## src/rtl/ws2812_pkg.sv

```systemverilog
// Shared types, ns-to-cycle conversion and GRB reordering for the WS2812 chain driver.
// WS2812_BRIGHTNESS_EN adds the per-channel brightness scaling helpers.
package ws2812_pkg;

  typedef logic [23:0] pixel_t;

  typedef enum logic [2:0] {
    IDLE,
    LOAD,
    HIGH,
    LOW,
    LATCH
  } state_t;

  localparam int BITS_PER_PIXEL = 24;

  // 64-bit intermediate: 100 kHz-units times 280000 ns overflows 32 bits.
  function automatic int ns_to_cycles(input longint clock_hz, input longint ns);
    return int'((clock_hz / 1000) * ns / 1000000);
  endfunction

  function automatic pixel_t rgb_to_grb(input pixel_t rgb);
    return {rgb[15:8], rgb[23:16], rgb[7:0]};
  endfunction

`ifdef WS2812_BRIGHTNESS_EN
  function automatic logic [7:0] scale_channel(input logic [7:0] c, input logic [7:0] level);
    logic [15:0] product;
    product = 16'(c) * (16'(level) + 16'd1);
    return product[15:8];
  endfunction

  function automatic pixel_t scale_pixel(input pixel_t p, input logic [7:0] level);
    return {scale_channel(p[23:16], level), scale_channel(p[15:8], level),
            scale_channel(p[7:0], level)};
  endfunction
`endif

endpackage

```

## src/rtl/ws2812_chain_if.sv

```systemverilog
// Host-side write/start port and LED-side outputs of ws2812_chain.
// WS2812_BRIGHTNESS_EN adds the i_Brightness input.
interface ws2812_chain_if #(
  parameter int NUM_LEDS = 8
);
  localparam int AW = (NUM_LEDS > 1) ? $clog2(NUM_LEDS) : 1;

  logic          i_Wr_En;
  logic [AW-1:0] i_Wr_Addr;
  logic [23:0]   i_Wr_Data;
  logic          i_Start;
`ifdef WS2812_BRIGHTNESS_EN
  logic [7:0]    i_Brightness;
`endif
  logic          o_Led;
  logic          o_Ready;
  logic          o_Frame_Done;

  modport master (
    output i_Wr_En, i_Wr_Addr, i_Wr_Data, i_Start,
`ifdef WS2812_BRIGHTNESS_EN
    output i_Brightness,
`endif
    input  o_Led, o_Ready, o_Frame_Done
  );

  modport slave (
    input  i_Wr_En, i_Wr_Addr, i_Wr_Data, i_Start,
`ifdef WS2812_BRIGHTNESS_EN
    input  i_Brightness,
`endif
    output o_Led, o_Ready, o_Frame_Done
  );

endinterface

```

## src/rtl/ws2812_bit_encoder.sv

```systemverilog
// One WS2812 bit: a strobe launches a HIGH phase of T0H/T1H cycles then LOW up to BIT_CYC;
// o_Bit_End marks the final cycle so the next strobe lands with no gap.
module ws2812_bit_encoder #(
  parameter int T0H_CYC = 40,
  parameter int T1H_CYC = 80,
  parameter int BIT_CYC = 125
) (
  input  logic i_Clock,
  input  logic i_Reset,
  input  logic i_Bit,
  input  logic i_Strobe,
  output logic o_Led,
  output logic o_High_End,
  output logic o_Bit_End
);

  localparam int CW = $clog2(BIT_CYC);
  typedef logic [CW-1:0] count_t;
  localparam count_t BIT_LAST = count_t'(BIT_CYC - 1);
  localparam count_t T0H_LEN  = count_t'(T0H_CYC);
  localparam count_t T1H_LEN  = count_t'(T1H_CYC);

  logic   busy_q, busy_d;
  logic   bit_q, bit_d;
  logic   led_q;
  count_t count_q, count_d;

  function automatic count_t high_len(input logic b);
    return b ? T1H_LEN : T0H_LEN;
  endfunction

  assign o_Bit_End  = busy_q && (count_q == BIT_LAST);
  assign o_High_End = busy_q && (count_q == high_len(bit_q) - 1'b1);
  assign o_Led      = led_q;

  // NOTE: every always_comb output gets a default first, so no path can infer a latch.
  always_comb begin
    busy_d  = busy_q;
    bit_d   = bit_q;
    count_d = count_q;
    if (i_Strobe) begin
      busy_d  = 1'b1;
      bit_d   = i_Bit;
      count_d = '0;
    end else if (o_Bit_End) begin
      busy_d  = 1'b0;
      count_d = '0;
    end else if (busy_q) begin
      count_d = count_q + 1'b1;
    end
  end

  // The line level is computed from next-state values so o_Led is a flop, not a decode.
  always_ff @(posedge i_Clock or posedge i_Reset) begin
    if (i_Reset) begin
      busy_q  <= 1'b0;
      bit_q   <= 1'b0;
      count_q <= '0;
      led_q   <= 1'b0;
    end else begin
      busy_q  <= busy_d;
      bit_q   <= bit_d;
      count_q <= count_d;
      led_q   <= busy_d && (count_d < high_len(bit_d));
    end
  end

endmodule

```

## src/rtl/ws2812_chain.sv

```systemverilog
// WS2812 string driver: NUM_LEDS-pixel buffer serialised in GRB order, then a latch gap.
// Define WS2812_BRIGHTNESS_EN to scale every channel by i_Brightness at pixel fetch.
module ws2812_chain
  import ws2812_pkg::*;
#(
  parameter int CLOCK_FREQUENCY = 100000000,
  parameter int NUM_LEDS        = 8,
  parameter int T0H_NS          = 400,
  parameter int T1H_NS          = 800,
  parameter int BIT_NS          = 1250,
  parameter int RESET_NS        = 280000
) (
  input  logic           i_Clock,
  input  logic           i_Reset,
  ws2812_chain_if.slave  bus
);

  localparam int T0H_CYC   = ns_to_cycles(CLOCK_FREQUENCY, T0H_NS);
  localparam int T1H_CYC   = ns_to_cycles(CLOCK_FREQUENCY, T1H_NS);
  localparam int BIT_CYC   = ns_to_cycles(CLOCK_FREQUENCY, BIT_NS);
  localparam int RESET_CYC = ns_to_cycles(CLOCK_FREQUENCY, RESET_NS);

  localparam int AW = (NUM_LEDS > 1) ? $clog2(NUM_LEDS) : 1;
  localparam int LW = (RESET_CYC > 1) ? $clog2(RESET_CYC) : 1;
  localparam logic [AW:0]   NUM_LEDS_W = (AW + 1)'(NUM_LEDS);
  localparam logic [AW-1:0] LAST_PIX   = AW'(NUM_LEDS - 1);
  localparam logic [4:0]    LAST_BIT   = 5'(BITS_PER_PIXEL - 1);
  localparam logic [LW-1:0] LATCH_LAST = LW'((RESET_CYC > 0) ? RESET_CYC - 1 : 0);

  if (!(BIT_CYC > T1H_CYC && T1H_CYC > T0H_CYC && T0H_CYC >= 1 && NUM_LEDS >= 1)) begin : g_bad_cfg
    $error("ws2812_chain: need BIT_CYC > T1H_CYC > T0H_CYC >= 1 and NUM_LEDS >= 1");
  end

  state_t        state_q, state_d;
  logic          pending_q;
  logic [4:0]    bit_q;
  logic [AW-1:0] pix_q;
  logic [LW-1:0] latch_q;
  pixel_t        shift_q, shift_d;
  pixel_t        pix_buf [NUM_LEDS];
  logic          frame_done_q;
  logic          ready;
  logic          enc_strobe, enc_high_end, enc_bit_end, enc_led;
  logic          last_bit, last_pix;
  logic [AW-1:0] fetch_idx;
  pixel_t        fetch_grb;

  assign last_bit  = (bit_q == LAST_BIT);
  assign last_pix  = (pix_q == LAST_PIX);
  assign fetch_idx = (state_q == LOAD) ? '0 : pix_q + 1'b1;
`ifdef WS2812_BRIGHTNESS_EN
  assign fetch_grb = rgb_to_grb(scale_pixel(pix_buf[fetch_idx], bus.i_Brightness));
`else
  assign fetch_grb = rgb_to_grb(pix_buf[fetch_idx]);
`endif

  // NOTE: the buffer needs a reset because the host may start a frame before writing
  // every pixel; that rules out a RAM macro and keeps it as plain registers.
  always_ff @(posedge i_Clock or posedge i_Reset) begin
    if (i_Reset) begin
      for (int i = 0; i < NUM_LEDS; i++) pix_buf[i] <= '0;
    end else if (bus.i_Wr_En && ({1'b0, bus.i_Wr_Addr} < NUM_LEDS_W)) begin
      pix_buf[bus.i_Wr_Addr] <= bus.i_Wr_Data;
    end
  end

  always_ff @(posedge i_Clock or posedge i_Reset) begin
    if (i_Reset) state_q <= IDLE;
    else         state_q <= state_d;
  end

  always_comb begin
    state_d = state_q;
    unique case (state_q)
      IDLE:    if (bus.i_Start || pending_q) state_d = LOAD;
      LOAD:    state_d = HIGH;
      HIGH:    if (enc_high_end) state_d = LOW;
      LOW:     if (enc_bit_end) state_d = (last_bit && last_pix) ? LATCH : HIGH;
      LATCH:   if (latch_q == LATCH_LAST) state_d = IDLE;
      default: state_d = IDLE;
    endcase
  end

  always_comb begin
    enc_strobe = 1'b0;
    ready      = 1'b0;
    case (state_q)
      IDLE:    ready = !pending_q;
      LOAD:    enc_strobe = 1'b1;
      LOW:     enc_strobe = enc_bit_end && !(last_bit && last_pix);
      default: ;
    endcase
  end

  // The next bit is presented to the encoder from shift_d, so fetch and launch share an edge.
  always_comb begin
    shift_d = shift_q;
    if (state_q == LOAD) begin
      shift_d = fetch_grb;
    end else if (state_q == LOW && enc_bit_end) begin
      if (!last_bit)     shift_d = {shift_q[22:0], 1'b0};
      else if (!last_pix) shift_d = fetch_grb;
    end
  end

  // NOTE: non-blocking updates mean a fetch on the same edge as a write sees the old pixel.
  always_ff @(posedge i_Clock or posedge i_Reset) begin
    if (i_Reset) begin
      pending_q    <= 1'b0;
      bit_q        <= '0;
      pix_q        <= '0;
      latch_q      <= '0;
      shift_q      <= '0;
      frame_done_q <= 1'b0;
    end else begin
      shift_q      <= shift_d;
      frame_done_q <= (state_q == LATCH) && (latch_q == LATCH_LAST);
      latch_q      <= (state_q == LATCH) ? latch_q + 1'b1 : '0;
      if (state_q == IDLE)   pending_q <= 1'b0;
      else if (bus.i_Start)  pending_q <= 1'b1;
      if (state_q == LOAD) begin
        bit_q <= '0;
        pix_q <= '0;
      end else if (state_q == LOW && enc_bit_end) begin
        if (last_bit) begin
          bit_q <= '0;
          if (!last_pix) pix_q <= pix_q + 1'b1;
        end else begin
          bit_q <= bit_q + 1'b1;
        end
      end
    end
  end

  ws2812_bit_encoder #(
    .T0H_CYC (T0H_CYC),
    .T1H_CYC (T1H_CYC),
    .BIT_CYC (BIT_CYC)
  ) u_encoder (
    .i_Clock    (i_Clock),
    .i_Reset    (i_Reset),
    .i_Bit      (shift_d[23]),
    .i_Strobe   (enc_strobe),
    .o_Led      (enc_led),
    .o_High_End (enc_high_end),
    .o_Bit_End  (enc_bit_end)
  );

  assign bus.o_Led        = enc_led;
  assign bus.o_Ready      = ready;
  assign bus.o_Frame_Done = frame_done_q;

endmodule

```

## src/flat_wrapper.sv

```systemverilog
// flat-port wrapper written by rule: the top's interface ports become plain ports
module ws2812_chain_flat import ws2812_pkg::*;
#(
  parameter int CLOCK_FREQUENCY = 100000000,
  parameter int NUM_LEDS        = 8,
  parameter int T0H_NS          = 400,
  parameter int T1H_NS          = 800,
  parameter int BIT_NS          = 1250,
  parameter int RESET_NS        = 280000
)
  (i_Clock, i_Reset, bus_i_Wr_En, bus_i_Wr_Addr, bus_i_Wr_Data, bus_i_Start, bus_o_Led, bus_o_Ready, bus_o_Frame_Done);
  ws2812_chain_if #(.NUM_LEDS(NUM_LEDS)) bus_i ();
  input  logic i_Clock;
  input  logic i_Reset;
  input wire logic [$bits(bus_i.i_Wr_En)-1:0] bus_i_Wr_En;
  input wire logic [$bits(bus_i.i_Wr_Addr)-1:0] bus_i_Wr_Addr;
  input wire logic [$bits(bus_i.i_Wr_Data)-1:0] bus_i_Wr_Data;
  input wire logic [$bits(bus_i.i_Start)-1:0] bus_i_Start;
  output wire logic [$bits(bus_i.o_Led)-1:0] bus_o_Led;
  output wire logic [$bits(bus_i.o_Ready)-1:0] bus_o_Ready;
  output wire logic [$bits(bus_i.o_Frame_Done)-1:0] bus_o_Frame_Done;
  assign bus_i.i_Wr_En = bus_i_Wr_En;
  assign bus_i.i_Wr_Addr = bus_i_Wr_Addr;
  assign bus_i.i_Wr_Data = bus_i_Wr_Data;
  assign bus_i.i_Start = bus_i_Start;
  assign bus_o_Led = bus_i.o_Led;
  assign bus_o_Ready = bus_i.o_Ready;
  assign bus_o_Frame_Done = bus_i.o_Frame_Done;
  ws2812_chain #(.CLOCK_FREQUENCY(CLOCK_FREQUENCY), .NUM_LEDS(NUM_LEDS), .T0H_NS(T0H_NS), .T1H_NS(T1H_NS), .BIT_NS(BIT_NS), .RESET_NS(RESET_NS)) u_core (.i_Clock(i_Clock), .i_Reset(i_Reset), .bus(bus_i));
endmodule
```

## config.mk

```make
export PLATFORM = sky130hd
export DESIGN_NAME = ws2812_chain_flat
export DESIGN_NICKNAME = d
export VERILOG_FILES = /design/src/rtl/ws2812_pkg.sv /design/src/rtl/ws2812_chain_if.sv /design/src/rtl/ws2812_bit_encoder.sv /design/src/rtl/ws2812_chain.sv /design/src/flat_wrapper.sv
export SDC_FILE = /design/constraint.sdc
export NUM_CORES = 1
export LEC_CHECK = 0
export BUFFER_PORTS_ARGS = -buffer_cell sky130_fd_sc_hd__buf_4
export CORE_MARGIN = 8
export CORE_UTILIZATION = 48
export DETAILED_ROUTE_END_ITERATION = 8
export PLACE_DENSITY_LB_ADDON = 0.1
export SYNTH_ARGS = -nofsm -noshare
export SYNTH_HDL_FRONTEND = slang
export SYNTH_SLANG_ARGS = --single-unit
export TNS_END_PERCENT = 5
```

## constraint.sdc

```tcl
create_clock -name i_Clock -period 11.05 [get_ports i_Clock]
set_input_delay 0.5525 -clock i_Clock [delete_from_list [all_inputs] [get_ports i_Clock]]
set_output_delay 0.5525 -clock i_Clock [all_outputs]
set_load 0.02 [all_outputs]
```

==> summary by stage <==
Run status
The run finished with clean final reports.

Floorplanning
In this run the count of I/O pins placed on the die edge is 34. The initialized floorplan defines between 50 and 60 standard-cell rows. The core area is around 24000 um^2. The die covers approximately 30000 um^2. The die is around 170 um wide. The height of the die is around 170 um.

The effective utilization at floorplan is 0.484.

Route
The number of nets still failing antenna checks after routing is 0. Wires add up to between 20 and 30 mm. The detailed-routing iteration count for the pre-antenna-repair pass is 6. The wire length per cell is approximately 22 um. The number of design rule violations left after detail routing is 0.

After detailed routing, the number of vias per cell comes to 6.00. The starting DRC count in detailed routing is 460. Across all layers, the routed design uses ~7400 vias.

Layout
Once layout is done, the placed cells without fillers occupy between 10000 and 15000 um^2. Summing all multi-input logic gate instances after layout gives ~5000 um^2. The total of fill cells in the finished design is ~2000. The utilization of the core after routing is 0.549. Relative to the synthesized area, the layout overhead comes to 13.3%. In the final layout, flip-flops and latches occupy roughly 6300 um^2.

The final antenna diode count is 0. The total number of nets in the final design is about 930. In the final layout, the share of cells above drive strength 1 is 0.381.

CTS
CTS built an H-tree with a depth of 1. The clock-pin transition on the worst setup and hold timing paths is 60 ps. The number of clock buffers added by TritonCTS is 28. For this design, the sink count on the clock tree is about 250. The number of hold buffers added after CTS was 0. The number of gates resized after CTS was 0.

Post-CTS timing repair inserted 0 buffers for setup. The tree is rooted in a sky130_fd_sc_hd__clkbuf_16. For the worst-skew pair, the clock arrives at the later sink with an insertion delay of ~550 ps. The TritonCTS clock tree is built. No sink is reached through more buffers than the 3 on the longest clock path.

STA
The max-slew violation count is 0. The worst-case hold slack is 273 ps. The worst clock skew is roughly 24 ps. Setup repair after global routing left no endpoint under its margin.

The total negative slack for setup checks is 0 ps. The headroom to the max-slew limit is 0.149. Of the available clock period, the critical path in the final layout requires 0.338. The highest attainable clock frequency is 268 MHz.

Counting I/O delays and the setup requirement, the final critical path takes 3730 ps. The number of hold violations in the final report came to 0. For the pin with the worst max-slew slack, the measured transition is about 1300 ps. Setup violations remaining at the end of the flow were counted as 0.

GRT
For this run, the total global-route usage over all layers was measured as 0.185. The initial antenna violation count came to 0. Entering global routing, the biggest net connects 171 pins. The first global-routing pass estimated 43.4 mm of wire. The via count of the first global-routing pass came to 7997. The total overflow left after global routing is 0.

Power
The static leakage power is around 0.0056 uW. For this design the ratio of total power to cell area is roughly 180 nW/um^2. VDD sags by at most 0.120 mV.

Run
Across the run, the number of max-cap violations was 0.

Synth
Synthesis inferred 253 register bits. Among all flip-flop cells after synthesis, the most frequent one is sky130_fd_sc_hd__dfrtp_1. The synthesized design contains 0 enable-type register cells. Synthesis handed over a netlist of 865 instances. The number of nets handed over by synthesis was roughly 900. Summing every instance area after synthesis gives roughly 12000 um^2. In the synthesized netlist the async set-or-reset flop fraction comes to 1.00. Of the synthesized area, sequential elements account for 0.544.

The number of distinct library cells after synthesis is a little under 60. For this run, the number of Yosys warnings is 0. Each instance of the synthesized netlist takes up on average around 13 um^2.

Setup path
STA classifies the critical path endpoint as a register. The required arrival time at the worst endpoint is 11490 ps. Of all nets on the critical path, the largest fanout is 50.

By startpoint and endpoint, the worst setup path is classified as register to register. For flop-to-flop paths, the worst setup slack is between 7000 and 8000 ps. The element type at the critical path start is a register.

The depth of the worst register-to-register path is 13. At the worst endpoint, the arrival time is roughly 4200 ps.

Place
The final estimated routing congestion in global placement is 0.766. Detailed placement finished with a half-perimeter wire length of between 15 and 20 mm. Input and output buffers added on the ports amount to 33. The instance area at placement is around 12000 um^2.

Hold path
The number of cells on the worst hold path is 2. The path type of the worst min-delay path is input pin to register.
## cells in the mapped netlist, types with 3 or more instances
master                      instances  area share
sky130_fd_sc_hd__mux4_2            23       0.045
sky130_fd_sc_hd__mux2i_1            5      0.0043
sky130_fd_sc_hd__a21oi_1            9      0.0039
sky130_fd_sc_hd__a22oi_1           19       0.012
sky130_fd_sc_hd__or3_1              5      0.0027
sky130_fd_sc_hd__xnor2_1            5      0.0038
sky130_fd_sc_hd__nor3_1             6      0.0026
sky130_fd_sc_hd__nand4b_1           5      0.0038
sky130_fd_sc_hd__nor3b_1            3      0.0019
sky130_fd_sc_hd__and2_1            21       0.011
sky130_fd_sc_hd__nor2_1            36       0.012
sky130_fd_sc_hd__o21ai_0           13      0.0056
sky130_fd_sc_hd__xor2_1             9      0.0068
sky130_fd_sc_hd__dfrtp_1          253        0.54
sky130_fd_sc_hd__o311ai_2          11       0.015
sky130_fd_sc_hd__a2111oi_0         19       0.014
sky130_fd_sc_hd__nand4_1            7      0.0038
sky130_fd_sc_hd__buf_6              3      0.0029
sky130_fd_sc_hd__a221oi_1          23       0.017
sky130_fd_sc_hd__buf_2             15      0.0065
sky130_fd_sc_hd__nand3_1           13      0.0056
sky130_fd_sc_hd__a222oi_1           3      0.0026
sky130_fd_sc_hd__o22ai_1            8      0.0043
sky130_fd_sc_hd__a22o_1             3      0.0023
sky130_fd_sc_hd__ha_1               9      0.0097
sky130_fd_sc_hd__o311ai_1           8      0.0060
sky130_fd_sc_hd__mux2_2           198        0.19
sky130_fd_sc_hd__inv_1             15      0.0048
sky130_fd_sc_hd__and3_1             7      0.0038
sky130_fd_sc_hd__clkbuf_1          36       0.012
sky130_fd_sc_hd__nand2_1           39       0.013
## cells by family (layout without fill, tap and decap cells)
group / count (synthesis) / after routing / synth area share
AOI/OAI and AO/OA: 130 / 130 / 0.0940
xor gates and xnor gates: 14 / 14 / 0.0105
adders and majority gates: 9 / 9 / 0.00968
buffers and inverters: 73 / 114 / 0.0274
DFF: 253 / 253 / 0.544
muxes: 226 / 226 / 0.240
and+or+nand+nor: 160 / 160 / 0.0737
## where the power goes
| group | switching (uW) | internal, uW |
|---|---|---|
| clock | 372 | 625 |
| combinational | 98.4 | 168 |
| sequential | 79.2 | 1080 |
| total | 549 | 1880 |
## cell usage in the layout (no fill, tap or decap), types with 7 or more instances in the layout
master,instances
sky130_fd_sc_hd__a2111oi_0,19
sky130_fd_sc_hd__and3_1,7
sky130_fd_sc_hd__clkbuf_8,7
sky130_fd_sc_hd__nand4_1,7
sky130_fd_sc_hd__clkbuf_16,28
sky130_fd_sc_hd__o22ai_1,8
sky130_fd_sc_hd__o311ai_1,8
sky130_fd_sc_hd__ha_1,9
sky130_fd_sc_hd__xor2_1,9
sky130_fd_sc_hd__nand3_1,13
sky130_fd_sc_hd__nand2_1,39
sky130_fd_sc_hd__clkinv_2,7
sky130_fd_sc_hd__o311ai_2,11
sky130_fd_sc_hd__and2_1,21
sky130_fd_sc_hd__dfrtp_1,253
sky130_fd_sc_hd__inv_1,14
sky130_fd_sc_hd__a221oi_1,23
sky130_fd_sc_hd__buf_4,48
sky130_fd_sc_hd__a22oi_1,19
sky130_fd_sc_hd__mux2_2,198
sky130_fd_sc_hd__o21ai_0,13
sky130_fd_sc_hd__mux4_2,23
sky130_fd_sc_hd__a21oi_1,9
sky130_fd_sc_hd__nor2_1,35
## final timing paths
kind	startpoint	end
worst max register to register	u_core.pix_q[0]$_DFFE_PP0P_	u_core.u_encoder.o_Led$_DFF_PP0_
worst min-delay path	bus_i_Start	u_core.pending_q$_DFFE_PP0P_
worst min register to register	u_core.shift_q[21]$_DFFE_PP0P_	u_core.shift_q[21]$_DFFE_PP0P_
min in group asynchronous	i_Reset	u_core.pix_buf[158]$_DFFE_PP0P_
max in group asynchronous	i_Reset	u_core.pix_buf[111]$_DFFE_PP0P_
worst max-delay path	u_core.pix_q[0]$_DFFE_PP0P_	u_core.u_encoder.o_Led$_DFF_PP0_
## critical path: stages (launching register included)
cell and delay (ps):
sky130_fd_sc_hd__dfrtp_1 390, sky130_fd_sc_hd__ha_1 200, sky130_fd_sc_hd__ha_1 270, sky130_fd_sc_hd__buf_4 490, sky130_fd_sc_hd__mux4_2 580, sky130_fd_sc_hd__o22ai_1 150, sky130_fd_sc_hd__o21ai_0 90, sky130_fd_sc_hd__nand3_1 120
sky130_fd_sc_hd__a31oi_1 150, sky130_fd_sc_hd__inv_1 120, sky130_fd_sc_hd__ha_1 250, sky130_fd_sc_hd__a221o_1 360, sky130_fd_sc_hd__or3_1 300, sky130_fd_sc_hd__o21ai_0 160
## per-layer routing
layer / routed length [um] / vias up / track usage / share of wire
li1: - / 3292 / - / -
met1: 12100 / 3908 / 0.248 / 0.45
met2: 13300 / 140 / 0.317 / 0.50
met3: 898 / 34 / 0.0243 / 0.034
met4: 426 / 0 / 0.0393 / 0.016
met5: 0 / - / 0 / 0
## through the flow
step / total power (uW) / setup slack [ps] / instances
final: 2430 / 7320 / 1230
after global routing: 2530 / 6990 / 1230
after CTS: 2450 / 7280 / 1230
after detailed placement: 1450 / 7350 / 1180
after global placement: 1420 / 7440 / 1180
after floorplan: 1360 / 3540 / 865
## registers in the layout (all words and copies together), names as in the netlist
signal                    flops
u_core.u_encoder.bit_q        1
u_core.pix_buf              192
u_core.bus.o_Frame_Done       1
u_core.u_encoder.busy_q       1
u_core.u_encoder.o_Led        1
u_core.state_q                3
u_core.pix_q                  3
u_core.bit_q                  5
u_core.pending_q              1
u_core.shift_q               23
u_core.latch_q               15
u_core.u_encoder.count_q      7
## area by class of cell
type,count,share of cell area
tap,324,0.0307
sequential,253,0.480
multi-input combinational,539,0.380
clock inverter,14,0.0158
inverter,16,0.00512
timing repair buffer,48,0.0273
clock buffer,36,0.0607
(Power assumes the default switching activity.)
